--- src/rtl/regfile_write_queue.sv ---
// Write-back queue feeding the regfile write port: a small FIFO with an empty-queue
// bypass, a registered write strobe/index/data, and per-read-port in-flight hazard flags.
module regfile_write_queue #(
  parameter int DEPTH      = 4,
  parameter int DATA_WIDTH = 32,
  parameter int ADDR_WIDTH = 5,
  localparam int CNT_W     = $clog2(DEPTH + 1)
) (
  input  logic                  clock,
  input  logic                  ctrl_reset,
  input  logic                  in_valid,
  output logic                  in_ready,
  input  logic [ADDR_WIDTH-1:0] in_reg,
  input  logic [DATA_WIDTH-1:0] in_data,
  output logic                  ctrl_writeEnable,
  output logic [ADDR_WIDTH-1:0] ctrl_writeReg,
  output logic [DATA_WIDTH-1:0] data_writeReg,
  input  logic [ADDR_WIDTH-1:0] ctrl_readRegA,
  input  logic [ADDR_WIDTH-1:0] ctrl_readRegB,
  output logic                  pendingA,
  output logic                  pendingB,
  output logic [CNT_W-1:0]      count
);

  localparam int PTR_W = $clog2(DEPTH);

  logic [ADDR_WIDTH-1:0] reg_mem_q  [DEPTH];
  logic [DATA_WIDTH-1:0] data_mem_q [DEPTH];
  logic [PTR_W-1:0]      wr_ptr_q, wr_ptr_d;
  logic [PTR_W-1:0]      rd_ptr_q, rd_ptr_d;
  logic [CNT_W-1:0]      count_q, count_d;
  logic                  we_q, we_d;
  logic [ADDR_WIDTH-1:0] wreg_q, wreg_d;
  logic [DATA_WIDTH-1:0] wdata_q, wdata_d;

  logic accept, pop, enq;
  logic [PTR_W-1:0] idx;
  logic hit_a, hit_b;

  assign in_ready = (count_q != CNT_W'(DEPTH));
  // Writes to r0 complete the handshake but are discarded here.
  assign accept   = in_valid && in_ready && (in_reg != '0);
  assign pop      = (count_q != '0);
  // With an empty queue the accepted write goes straight to the output stage.
  assign enq      = accept && pop;

  always_comb begin
    wr_ptr_d = wr_ptr_q + PTR_W'(enq);
    rd_ptr_d = rd_ptr_q + PTR_W'(pop);
    count_d  = count_q + CNT_W'(enq) - CNT_W'(pop);
    we_d     = 1'b0;
    wreg_d   = wreg_q;
    wdata_d  = wdata_q;
    if (pop) begin
      we_d    = 1'b1;
      wreg_d  = reg_mem_q[rd_ptr_q];
      wdata_d = data_mem_q[rd_ptr_q];
    end else if (accept) begin
      we_d    = 1'b1;
      wreg_d  = in_reg;
      wdata_d = in_data;
    end
  end

  always_ff @(posedge clock) begin
    if (ctrl_reset) begin
      wr_ptr_q <= '0;
      rd_ptr_q <= '0;
      count_q  <= '0;
      we_q     <= 1'b0;
      wreg_q   <= '0;
      wdata_q  <= '0;
    end else begin
      wr_ptr_q <= wr_ptr_d;
      rd_ptr_q <= rd_ptr_d;
      count_q  <= count_d;
      we_q     <= we_d;
      wreg_q   <= wreg_d;
      wdata_q  <= wdata_d;
    end
  end

  // Storage is qualified by count, so it needs no reset.
  always_ff @(posedge clock) begin
    if (enq) begin
      reg_mem_q[wr_ptr_q]  <= in_reg;
      data_mem_q[wr_ptr_q] <= in_data;
    end
  end

  // Hazard search over the live window [rd_ptr, rd_ptr+count) plus the output stage.
  always_comb begin
    hit_a = we_q && (wreg_q == ctrl_readRegA);
    hit_b = we_q && (wreg_q == ctrl_readRegB);
    idx   = rd_ptr_q;
    for (int i = 0; i < DEPTH; i++) begin
      idx = rd_ptr_q + PTR_W'(i);
      if (CNT_W'(i) < count_q) begin
        if (reg_mem_q[idx] == ctrl_readRegA) hit_a = 1'b1;
        if (reg_mem_q[idx] == ctrl_readRegB) hit_b = 1'b1;
      end
    end
  end

  assign pendingA         = (ctrl_readRegA != '0) && hit_a;
  assign pendingB         = (ctrl_readRegB != '0) && hit_b;
  assign count            = count_q;
  assign ctrl_writeEnable = we_q;
  assign ctrl_writeReg    = wreg_q;
  assign data_writeReg    = wdata_q;

endmodule

--- config.mk ---
export PLATFORM = sky130hd
export DESIGN_NAME = regfile_write_queue
export DESIGN_NICKNAME = d
export VERILOG_FILES = /design/src/rtl/regfile_write_queue.sv
export SDC_FILE = /design/constraint.sdc
export NUM_CORES = 1
export LEC_CHECK = 0
export CAP_MARGIN = 20
export CORE_ASPECT_RATIO = 0.9
export CORE_MARGIN = 5
export CORE_UTILIZATION = 55
export CTS_CLUSTER_SIZE = 24
export DETAILED_ROUTE_END_ITERATION = 8
export PLACE_DENSITY = 0.8
export SYNTH_ARGS = -nofsm -noshare
export SYNTH_HDL_FRONTEND = slang
export SYNTH_SLANG_ARGS = --single-unit
--- constraint.sdc ---
create_clock -name clock -period 8.1 [get_ports clock]
set_input_delay 2.025 -clock clock [delete_from_list [all_inputs] [get_ports clock]]
set_output_delay 2.025 -clock clock [all_outputs]
set_load 0.02 [all_outputs]
==> results.tsv, run 1 <==
metric	value	unit
core-area	15300	sq um
placement_rows	43	
design.die.area	18100	sq um
place.port_buffers	93	
hold_path.class	flop to flop	
yosys_warnings	0	
antenna_cells_inserted	0	
drc	0	
synth_xor_area_frac	0.0535	
synth_enable_flop_cells	148	
grt_first_pass_wirelength	28500	um
adder_cell_area_share_of_the_yosys_netlist	0.00970	
critPathArrivalTime	4300	ps
grt_start_max_net_pins	78	
totalNegativeSetupSlack	0	ps
worst_ir_drop_vdd	185	uV
synth_top_area_frac	0.522	
final_max_slew_viol_count	0	
p_total	2.07	mW
worstSetupEndpoint	pendingB	
syn_area	8510	sq um
synth-simple-area-share	0.0434	
synth_compound_area_frac	0.0450	
detailedRoute.firstIterationViolations	401	
post_cts_resized	0	
worst_setup_hold_path_clk_slew	70	ps
rrSetupSlack	4960	ps
cts_made_buffers	17	
clock.fmax	158	MHz
startpoint_type	primary input	
initial_utilization	0.557	
pwr_density_cell	204	nW/um^2
cts.sink_count	193	
grt_use_total	0.208	
via_count_of_the_first_global_routing_pass	5132	
synth_top_area_cell	sky130_fd_sc_hd__edfxtp_1	
worst_skew_pair.late_latency	420	ps
worst_ep_required_time	6080	ps
place_worst_setup_slack	1780	ps
power.leakage	3.35	nW
synth_mux_area_frac	0.189	
postSynthNetCount	571	
maximum_buffer_depth_of_the_clock_tree	2	
utilization	0.665	
final_nets	653	
top_level_ports	94	
synth_top_family_by_area	multiplexers	
holdWs	569	ps
area.growth.synth_to_final	19.3	%
worst_case_setup_margin_in_the_final_layout	1780	ps
cts_tree	done	
routabilityCongestion	0.871	
reg2reg_to	data_mem_q[1][1]$_DFFE_PP_	
synth_area_leaders	sky130_fd_sc_hd__edfxtp_1, sky130_fd_sc_hd__dfxtp_1, sky130_fd_sc_hd__mux4_2	
cts_hold_buffers_added	0	
worstRegToRegCells	6	
outcome	finished, final reports clean	
avgRoutedWirePerCell	22.4	um
chipHeight	128	um
rsz0062_at_grt	no	
path_max_fanout	8	
cts_root_buffer	sky130_fd_sc_hd__clkbuf_16	
antenna_left	0	
overflow_after_grt	0	
antenna_found_initial	0	
worst_slew_pin_slew	1050	ps
layout.filler_cells	1060	
vias	4869	
count_of_tritonroute_iterations_in_the_first_routing_pass	5	
synth_area_per_cell	16.5	sq um
crit_path_category	primary input to primary output	
register_bit_count_reported_by_yosys	193	
htree_num_levels	4	
postSynth.asyncResetShare	0	
slew_headroom	0.300	
critical_path.startpoint	ctrl_readRegB[3]	
timing.max_cap.violations	0	
synth.yosys.seq_area_share	0.628	
reg2reg_from	count[1]$_SDFF_PP0_	
synth_top_flop_cell	sky130_fd_sc_hd__edfxtp_1	
hold_path_depth	2	
postCtsSetupBuffers	0	
die_w	141	um
post_drt_via_cell_ratio	6.00	
finalClockSkew	8.21	ps
number_of_failing_setup_endpoints_in_the_final_timing_report	0	
post_synthesis_instance_total	515	
finalCriticalPeriod	6320	ps
layout-drive-gt1-share	0.139	
hold_viol_final	0	
final.period_utilization	0.780	
dp.final_hpwl	11300	um
worst_setup_path_end_kind	primary output	
synth_cell_type_count	43	
drt_wl_total	18200	um
synthesized netlist by cell type (5+ instances only):
cell type / n
sky130_fd_sc_hd__a211oi_1: 35
sky130_fd_sc_hd__buf_2: 6
sky130_fd_sc_hd__buf_6: 6
sky130_fd_sc_hd__clkbuf_1: 17
sky130_fd_sc_hd__dfxtp_1: 45
sky130_fd_sc_hd__edfxtp_1: 148
sky130_fd_sc_hd__ha_1: 5
sky130_fd_sc_hd__inv_1: 6
sky130_fd_sc_hd__mux2i_1: 38
sky130_fd_sc_hd__mux4_1: 16
sky130_fd_sc_hd__mux4_2: 36
sky130_fd_sc_hd__nand2_1: 5
sky130_fd_sc_hd__nand3_1: 8
sky130_fd_sc_hd__nor2_1: 44
sky130_fd_sc_hd__nor4_1: 9
sky130_fd_sc_hd__xnor2_1: 25
sky130_fd_sc_hd__xor2_1: 27
worst max-delay path, stage by stage:
cell	delay, ps
sky130_fd_sc_hd__clkdlybuf4s50_1	700
sky130_fd_sc_hd__o22ai_1	150
sky130_fd_sc_hd__a211o_2	310
sky130_fd_sc_hd__a211oi_1	220
sky130_fd_sc_hd__a31oi_1	70
sky130_fd_sc_hd__a22oi_1	180
sky130_fd_sc_hd__clkdlybuf4s50_1	640
routing by layer:
| layer | wire [um] | up-vias | GRT usage |
|---|---|---|---|
| li1 | - | 2202 | - |
| met1 | 7870 | 2486 | 0.283 |
| met2 | 8970 | 169 | 0.338 |
| met4 | 187 | 0 | 0.0530 |
| met5 | 0 | - | 0 |
| met3 | 1130 | 12 | 0.0545 |
kinds of logic after synthesis:
logic type / Yosys count
buffers and inverters: 44
DFF: 193
xor gates and xnor gates: 52
muxes: 90
adders and majority gates: 6
and+or+nand+nor: 80
AOI/OAI and AO/OA: 50
metrics by stage:
stage                     instance area [sq um]  std cells
after global placement                     9550        780
final                                     10200        812
after detailed placement                   9550        780
after floorplan                            8510        515
after CTS                                 10200        812
after global routing                      10200        812
flip-flops by register name, indices dropped and copies added (netlist names):
signal	count
ctrl_writeReg	5
rd_ptr_q	2
reg_mem_q	20
ctrl_writeEnable	1
wr_ptr_q	2
count	3
data_mem_q	128
data_writeReg	32
placed cells by master, fill, tap and decap left out, types with 16 or more instances in the layout:
master | Yosys | layout
sky130_fd_sc_hd__nor2_1 | 44 | 43
sky130_fd_sc_hd__mux4_2 | 36 | 36
sky130_fd_sc_hd__xnor2_1 | 25 | 25
sky130_fd_sc_hd__xor2_1 | 27 | 27
sky130_fd_sc_hd__mux4_1 | 16 | 16
sky130_fd_sc_hd__clkdlybuf4s50_1 | 0 | 92
sky130_fd_sc_hd__mux2i_1 | 38 | 38
sky130_fd_sc_hd__a211oi_1 | 35 | 35
sky130_fd_sc_hd__dfxtp_1 | 45 | 43
sky130_fd_sc_hd__clkbuf_16 | 0 | 17
sky130_fd_sc_hd__edfxtp_1 | 148 | 148
final cells by class:
type,instances,area (sq um),area share
Inverter,6,22.5,0.00222
Sequential cell,193,5350,0.527
Timing Repair Buffer,101,986,0.0971
Clock buffer,18,429,0.0423
Clock inverter,14,180,0.0177
Multi-Input combinational cell,278,2940,0.289
Tap cell,202,253,0.0249
where the power goes:
| part | internal, mW | leakage, nW | switching (mW) |
|---|---|---|---|
| Sequential | 1.07 | 1.70 | 0.00931 |
| Combinational | 0.0626 | 1.35 | 0.0638 |
| Clock | 0.492 | 0.295 | 0.369 |
worst min path at each step:
stage	startpoint	endpoint	slack (ps)
6_report	data_writeReg[12]$_SDFFE_PP0P_	data_writeReg[12]$_SDFFE_PP0P_	570
5_1_grt	data_writeReg[24]$_SDFFE_PP0P_	data_writeReg[24]$_SDFFE_PP0P_	610
4_1_cts	data_writeReg[16]$_SDFFE_PP0P_	data_writeReg[16]$_SDFFE_PP0P_	570
3_5_place_dp	data_writeReg[16]$_SDFFE_PP0P_	data_writeReg[16]$_SDFFE_PP0P_	560
3_3_place_gp	data_writeReg[2]$_SDFFE_PP0P_	data_writeReg[2]$_SDFFE_PP0P_	550
2_1_floorplan	wr_ptr_q[1]$_SDFF_PP0_	wr_ptr_q[1]$_SDFF_PP0_	530
No activity file was read; power rests on OpenSTA's default activity.
==> run 2: changes to the inputs <==
- CORE_UTILIZATION: 55 -> 51
- PLACE_DENSITY: 0.8 -> 0.78
- clock period: 8.1 -> 5.3 ns (I/O delays scaled with it)
==> run 2 against run 1 <==
Effect of this change: clock power up 57%; register-to-register slack worse by 2500 ps; sequential share of layout area down 0.40 points; utilization down 3.5 points; final area up 0.76%; critical path depth unchanged; critical path type unchanged.
==> results.tsv, run 2 (same netlist as run 1, synthesis figures left out) <==
metric	value	unit	change
power.sequential.fraction	0.517		-0.006
worst_ir_drop_vdd	290	uV	+57%
outcome	finished, final reports clean		
cts_made_buffers	17		unchanged
core-area	16200	sq um	+6.3%
routabilityCongestion	0.824		-5.4%
dp.final_hpwl	11700	um	+4.0%
crit_path_category	primary input to primary output		
totalNegativeSetupSlack	0	ps	unchanged
maximum_buffer_depth_of_the_clock_tree	2		unchanged
holdWs	568	ps	-0.656 ps
critical_path.slowest_cell	sky130_fd_sc_hd__clkdlybuf4s50_1		
grt_first_pass_wirelength	28800	um	+0.85%
vias	4899		+0.62%
critPathArrivalTime	3640	ps	-660 ps
power.switching_fraction	0.220		+0.00679
final.period_utilization	0.937		
rsz0062_at_grt	no		
detailedRoute.firstIterationViolations	337		-16%
layout.filler_cells	1129		+6.5%
path_max_fanout	8		unchanged
cts.sink_count	193		unchanged
timing.critical_path.slowest_cell_delay	730	ps	+30 ps
clock.fmax	201	MHz	
clock_power_share	0.422		+0.006
final_nets	657		+0.61%
cts_root_buffer	sky130_fd_sc_hd__clkbuf_16		
design.die.area	19400	sq um	+7.3%
grt_use_total	0.191		-0.0164
critical_path_buf_inv_count	2		unchanged
cts_hold_buffers_added	0		unchanged
grt_start_max_net_pins	72		-7.7%
die_w	146	um	+3.6%
mostFrequentLayoutCell	sky130_fd_sc_hd__edfxtp_1		
overflow_after_grt	0		unchanged
dpl-instance-area	9590	sq um	+0.48%
worst_setup_hold_path_clk_slew	60	ps	about the same
power.leakage	3.38	nW	+0.86%
antenna_found_initial	0		unchanged
p_switching	705	uW	+60%
worst_slew_pin_slew	1050	ps	-2.92 ps
drc	0		unchanged
post_cts_resized	0		unchanged
htree_num_levels	4		unchanged
layout-drive-gt1-share	0.147		+0.00724
post_drt_via_cell_ratio	5.97		-0.49%
postCtsSetupBuffers	0		unchanged
startpoint_type	primary input		
pwr_density_cell	313	nW/um^2	+53%
drt_wl_total	18200	um	+0.20%
path_common_cell	sky130_fd_sc_hd__clkdlybuf4s50_1		
largest_register_ffs	128		unchanged
finalClockSkew	7.51	ps	-0.705 ps
placement_rows	44		+2.3%
path_cells	clkdlybuf4s50_1, o22ai_1, a211o_2, a211oi_1, a31oi_1, a22oi_1, clkdlybuf4s50_1		
cell_internal_pwr	2.50	mW	+53%
antenna_cells_inserted	0		unchanged
initial_utilization	0.524		-0.0330
top_level_ports	94		unchanged
final_max_slew_viol_count	0		unchanged
finalCriticalPeriod	4970	ps	
worst_setup_path_end_kind	primary output		
hold_path.class	flop to flop		
number_of_failing_setup_endpoints_in_the_final_timing_report	0		unchanged
worst_skew_pair.late_latency	430	ps	about the same
timing.max_cap.violations	0		unchanged
comb_power_share	0.060		about the same
chipHeight	133	um	+3.5%
area.growth.synth_to_final	20.2	%	
worst_ep_required_time	3970	ps	-2110 ps
commonest_non_fill_non_tap_cells_in_the_layout	sky130_fd_sc_hd__edfxtp_1, sky130_fd_sc_hd__clkdlybuf4s50_1, sky130_fd_sc_hd__nor2_1, sky130_fd_sc_hd__dfxtp_1, sky130_fd_sc_hd__mux2i_1		
count_of_tritonroute_iterations_in_the_first_routing_pass	5		unchanged
cts_tree	done		
hold_viol_final	0		unchanged
cp_top_family	buffers and inverters		
slew_headroom	0.302		+0.00195
final_design_area_no_fill	10200	sq um	+0.76%
avgRoutedWirePerCell	22.2	um	-0.90%
via_count_of_the_first_global_routing_pass	5173		+0.80%
registers.top_by_ff_count	data_mem_q		
antenna_left	0		unchanged
place.port_buffers	93		unchanged
-- run 2: path summary, 6_finish.rpt --
check / from / endpoint / slack (ps) / depth (start not counted)
hold / removal: data_writeReg[3]$_SDFFE_PP0P_ / data_writeReg[3]$_SDFFE_PP0P_ / 570 / 2
setup reg to reg: count[0]$_SDFF_PP0_ / count[1]$_SDFF_PP0_ / 2430 / 8
hold reg to reg: data_writeReg[3]$_SDFFE_PP0P_ / data_writeReg[3]$_SDFFE_PP0P_ / 570 / 2
setup / recovery: ctrl_readRegB[3] / pendingB / 330 / 7
-- run 2: worst reg2reg max path, cell delays in order (launching register included) --
cell                      delay, ps
sky130_fd_sc_hd__dfxtp_1        360
sky130_fd_sc_hd__nor3_2         550
sky130_fd_sc_hd__buf_4          690
sky130_fd_sc_hd__inv_1          230
sky130_fd_sc_hd__and2_1         230
sky130_fd_sc_hd__ha_1           170
sky130_fd_sc_hd__inv_1           60
sky130_fd_sc_hd__fa_1           400
sky130_fd_sc_hd__nor2_1         100
-- run 2: layout make-up --
class,count,area [sq um],share of cell area
multi-input combinational,278,2950,0.289
clock inverter,15,204,0.0199
clock buffer,17,425,0.0416
sequential,193,5350,0.523
timing repair buffer,105,1020,0.0996
inverter,6,22.5,0.00220
tap,207,259,0.0253
-- run 2: layer usage --
metal  share of wire  track usage
met5               0            0
met4           0.011       0.0517
met3           0.062       0.0479
met2            0.51        0.326
met1            0.42        0.247
-- run 2: through the flow --
step                      power (mW)  setup slack, ps  std cells   util
after detailed placement        1.88              347        788  0.591
final                           3.20              332        821  0.630
after CTS                       3.22              338        820  0.630
after floorplan                 1.78              941        515      -
after global placement          1.88              378        788  0.591
after global routing            3.30              205        821  0.630
-- run 2: power groups by stage --
stage	Combinational [mW]	Sequential (mW)	Clock [mW]
floorplan	0.0711	1.71	0
global placement	0.188	1.69	0
detailed placement	0.193	1.69	0
CTS	0.195	1.66	1.37
global route	0.207	1.66	1.44
finish	0.193	1.66	1.35
==> run 3: changes to the inputs <==
- SLEW_MARGIN: not set -> 20
==> run 3 against run 2 <==
Effect of this change: clock skew hardly changed; final area hardly changed; sequential cell count stayed put; sequential share of layout area hardly changed; non-clock buffer count stayed put; worst hold slack hardly changed; clock-buffer cell count stayed put; via count is 0.22% lower; critical path type unchanged; largest cell class unchanged.
==> results.tsv, run 3 (same netlist as run 1, synthesis figures left out) <==
metric	value	unit	change
outcome	finished, final reports clean		
cts.sink_count	193		unchanged
worst_slew_pin_slew	1050	ps	+6.91 ps
cts_made_buffers	17		unchanged
timing.max_cap.violations	0		unchanged
dp_cell_count	788		unchanged
p_switching	705	uW	about the same
post_cts_resized	0		unchanged
worst_ep_required_time	3970	ps	about the same
startpoint_type	primary input		
grt_use_total	0.191		unchanged
grt_start_max_net_pins	72		unchanged
final_max_slew_viol_count	0		unchanged
cts_root_buffer	sky130_fd_sc_hd__clkbuf_16		
final_design_area_no_fill	10200	sq um	about the same
path_common_cell	sky130_fd_sc_hd__clkdlybuf4s50_1		
dpl-instance-area	9590	sq um	unchanged
avgRoutedWirePerCell	22.1	um	-0.20%
dp.final_hpwl	11700	um	unchanged
antenna_cells_inserted	0		unchanged
cts_tree	done		
grt_first_pass_wirelength	28800	um	unchanged
timing.critical_path.slowest_cell_delay	730	ps	about the same
via_count_of_the_first_global_routing_pass	5173		unchanged
routabilityCongestion	0.824		unchanged
antenna_left	0		unchanged
worst_setup_hold_path_clk_slew	60	ps	about the same
final.period_utilization	0.937		about the same
area.growth.synth_to_final	20.3	%	about the same
hold_path.class	flop to flop		
die_w	146	um	unchanged
post_drt_via_cell_ratio	5.95		-0.22%
mostFrequentLayoutCell	sky130_fd_sc_hd__edfxtp_1		
maximum_buffer_depth_of_the_clock_tree	2		unchanged
power.sequential.fraction	0.517		about the same
commonest_non_fill_non_tap_cells_in_the_layout	sky130_fd_sc_hd__edfxtp_1, sky130_fd_sc_hd__clkdlybuf4s50_1, sky130_fd_sc_hd__nor2_1, sky130_fd_sc_hd__dfxtp_1, sky130_fd_sc_hd__mux2i_1		
finalCriticalPeriod	4970	ps	-0.0410 ps
path_max_fanout	8		unchanged
finalClockSkew	7.75	ps	+0.241 ps
postCtsSetupBuffers	0		unchanged
worst_ir_drop_vdd	290	uV	about the same
slew_headroom	0.298		-0.00461
power.leakage	3.38	nW	about the same
antenna_found_initial	0		unchanged
chipHeight	133	um	unchanged
number_of_failing_setup_endpoints_in_the_final_timing_report	0		unchanged
registers.top_by_ff_count	data_mem_q		
clock.fmax	201	MHz	about the same
rsz0062_at_grt	no		
pwr_density_cell	313	nW/um^2	about the same
hold_path_depth	2		unchanged
drt_wl_total	18200	um	-0.20%
critPathArrivalTime	3640	ps	about the same
worstRegToRegCells	8		unchanged
crit_path_category	primary input to primary output		
cell_internal_pwr	2.50	mW	about the same
htree_num_levels	4		unchanged
largest_register_ffs	128		unchanged
worst_skew_pair.late_latency	430	ps	about the same
initial_utilization	0.524		unchanged
hold_viol_final	0		unchanged
placement_rows	44		unchanged
top_level_ports	94		unchanged
cts_hold_buffers_added	0		unchanged
detailedRoute.firstIterationViolations	339		+0.59%
design.die.area	19400	sq um	unchanged
layout-drive-gt1-share	0.147		unchanged
path_cells	clkdlybuf4s50_1, o22ai_1, a211o_2, a211oi_1, a31oi_1, a22oi_1, clkdlybuf4s50_1		
comb_power_share	0.060		about the same
critical_path.slowest_cell	sky130_fd_sc_hd__clkdlybuf4s50_1		
place.port_buffers	93		unchanged
drc	0		unchanged
final_nets	657		unchanged
count_of_tritonroute_iterations_in_the_first_routing_pass	4		-1
totalNegativeSetupSlack	0	ps	unchanged
clock_power_share	0.422		about the same
finish.cell_count_without_fillers	821		unchanged
core-area	16200	sq um	unchanged
overflow_after_grt	0		unchanged
worst_setup_path_end_kind	primary output		
vias	4888		-0.22%
power.switching_fraction	0.220		about the same
## run 3: cell types whose count changed in the layout (fill, tap and decap cells not counted), sizes merged
| cell | delta |
|---|---|
| buf | -1 |
| clkbuf | +1 |
## run 3: power groups by stage
stage / sequential, mW / combinational, mW / clock, mW
detailed placement: 1.69 / 0.193 / 0
CTS: 1.66 / 0.195 / 1.37
floorplan: 1.71 / 0.0711 / 0
finish: 1.66 / 0.193 / 1.35
global route: 1.66 / 0.207 / 1.44
global placement: 1.69 / 0.188 / 0
## run 3: worst max-delay path: cells and delay by family
kind            cells  cell delay, ps
buf+inv             2            1360
compound gates      5             940
## run 3: path summary, 6_finish.rpt
check	from	endpoint	slack [ps]
worst min-delay path	data_writeReg[3]$_SDFFE_PP0P_	data_writeReg[3]$_SDFFE_PP0P_	570
worst max-delay path	ctrl_readRegB[3]	pendingB	330
worst min register to register	data_writeReg[3]$_SDFFE_PP0P_	data_writeReg[3]$_SDFFE_PP0P_	570
worst max register to register	count[0]$_SDFF_PP0_	count[1]$_SDFF_PP0_	2430
## run 3: area by class of cell
class | instances | area, sq um
clock buffer | 17 | 425
clock inverter | 15 | 204
fill | 1128 | 6000
inverter | 6 | 22.5
multi-input combinational | 278 | 2950
sequential | 193 | 5350
tap | 207 | 259
timing repair buffer | 105 | 1020
## run 3: per-layer routing
layer / vias up / track usage / share of wire
met3: 15 / 0.0479 / 0.061
li1: 2217 / - / -
met2: 151 / 0.326 / 0.51
met5: - / 0 / 0
met1: 2505 / 0.247 / 0.42
met4: 0 / 0.0517 / 0.011
## run 3: stage by stage
step                setup slack (ps)  power (mW)   util  hold slack (ps)
detailed placement               347        1.88  0.591              553
floorplan                        941        1.78      -              549
finish                           332        3.20  0.630              568
CTS                              338        3.22  0.630              572
global placement                 378        1.88  0.591              545
global route                     205        3.30  0.630              608
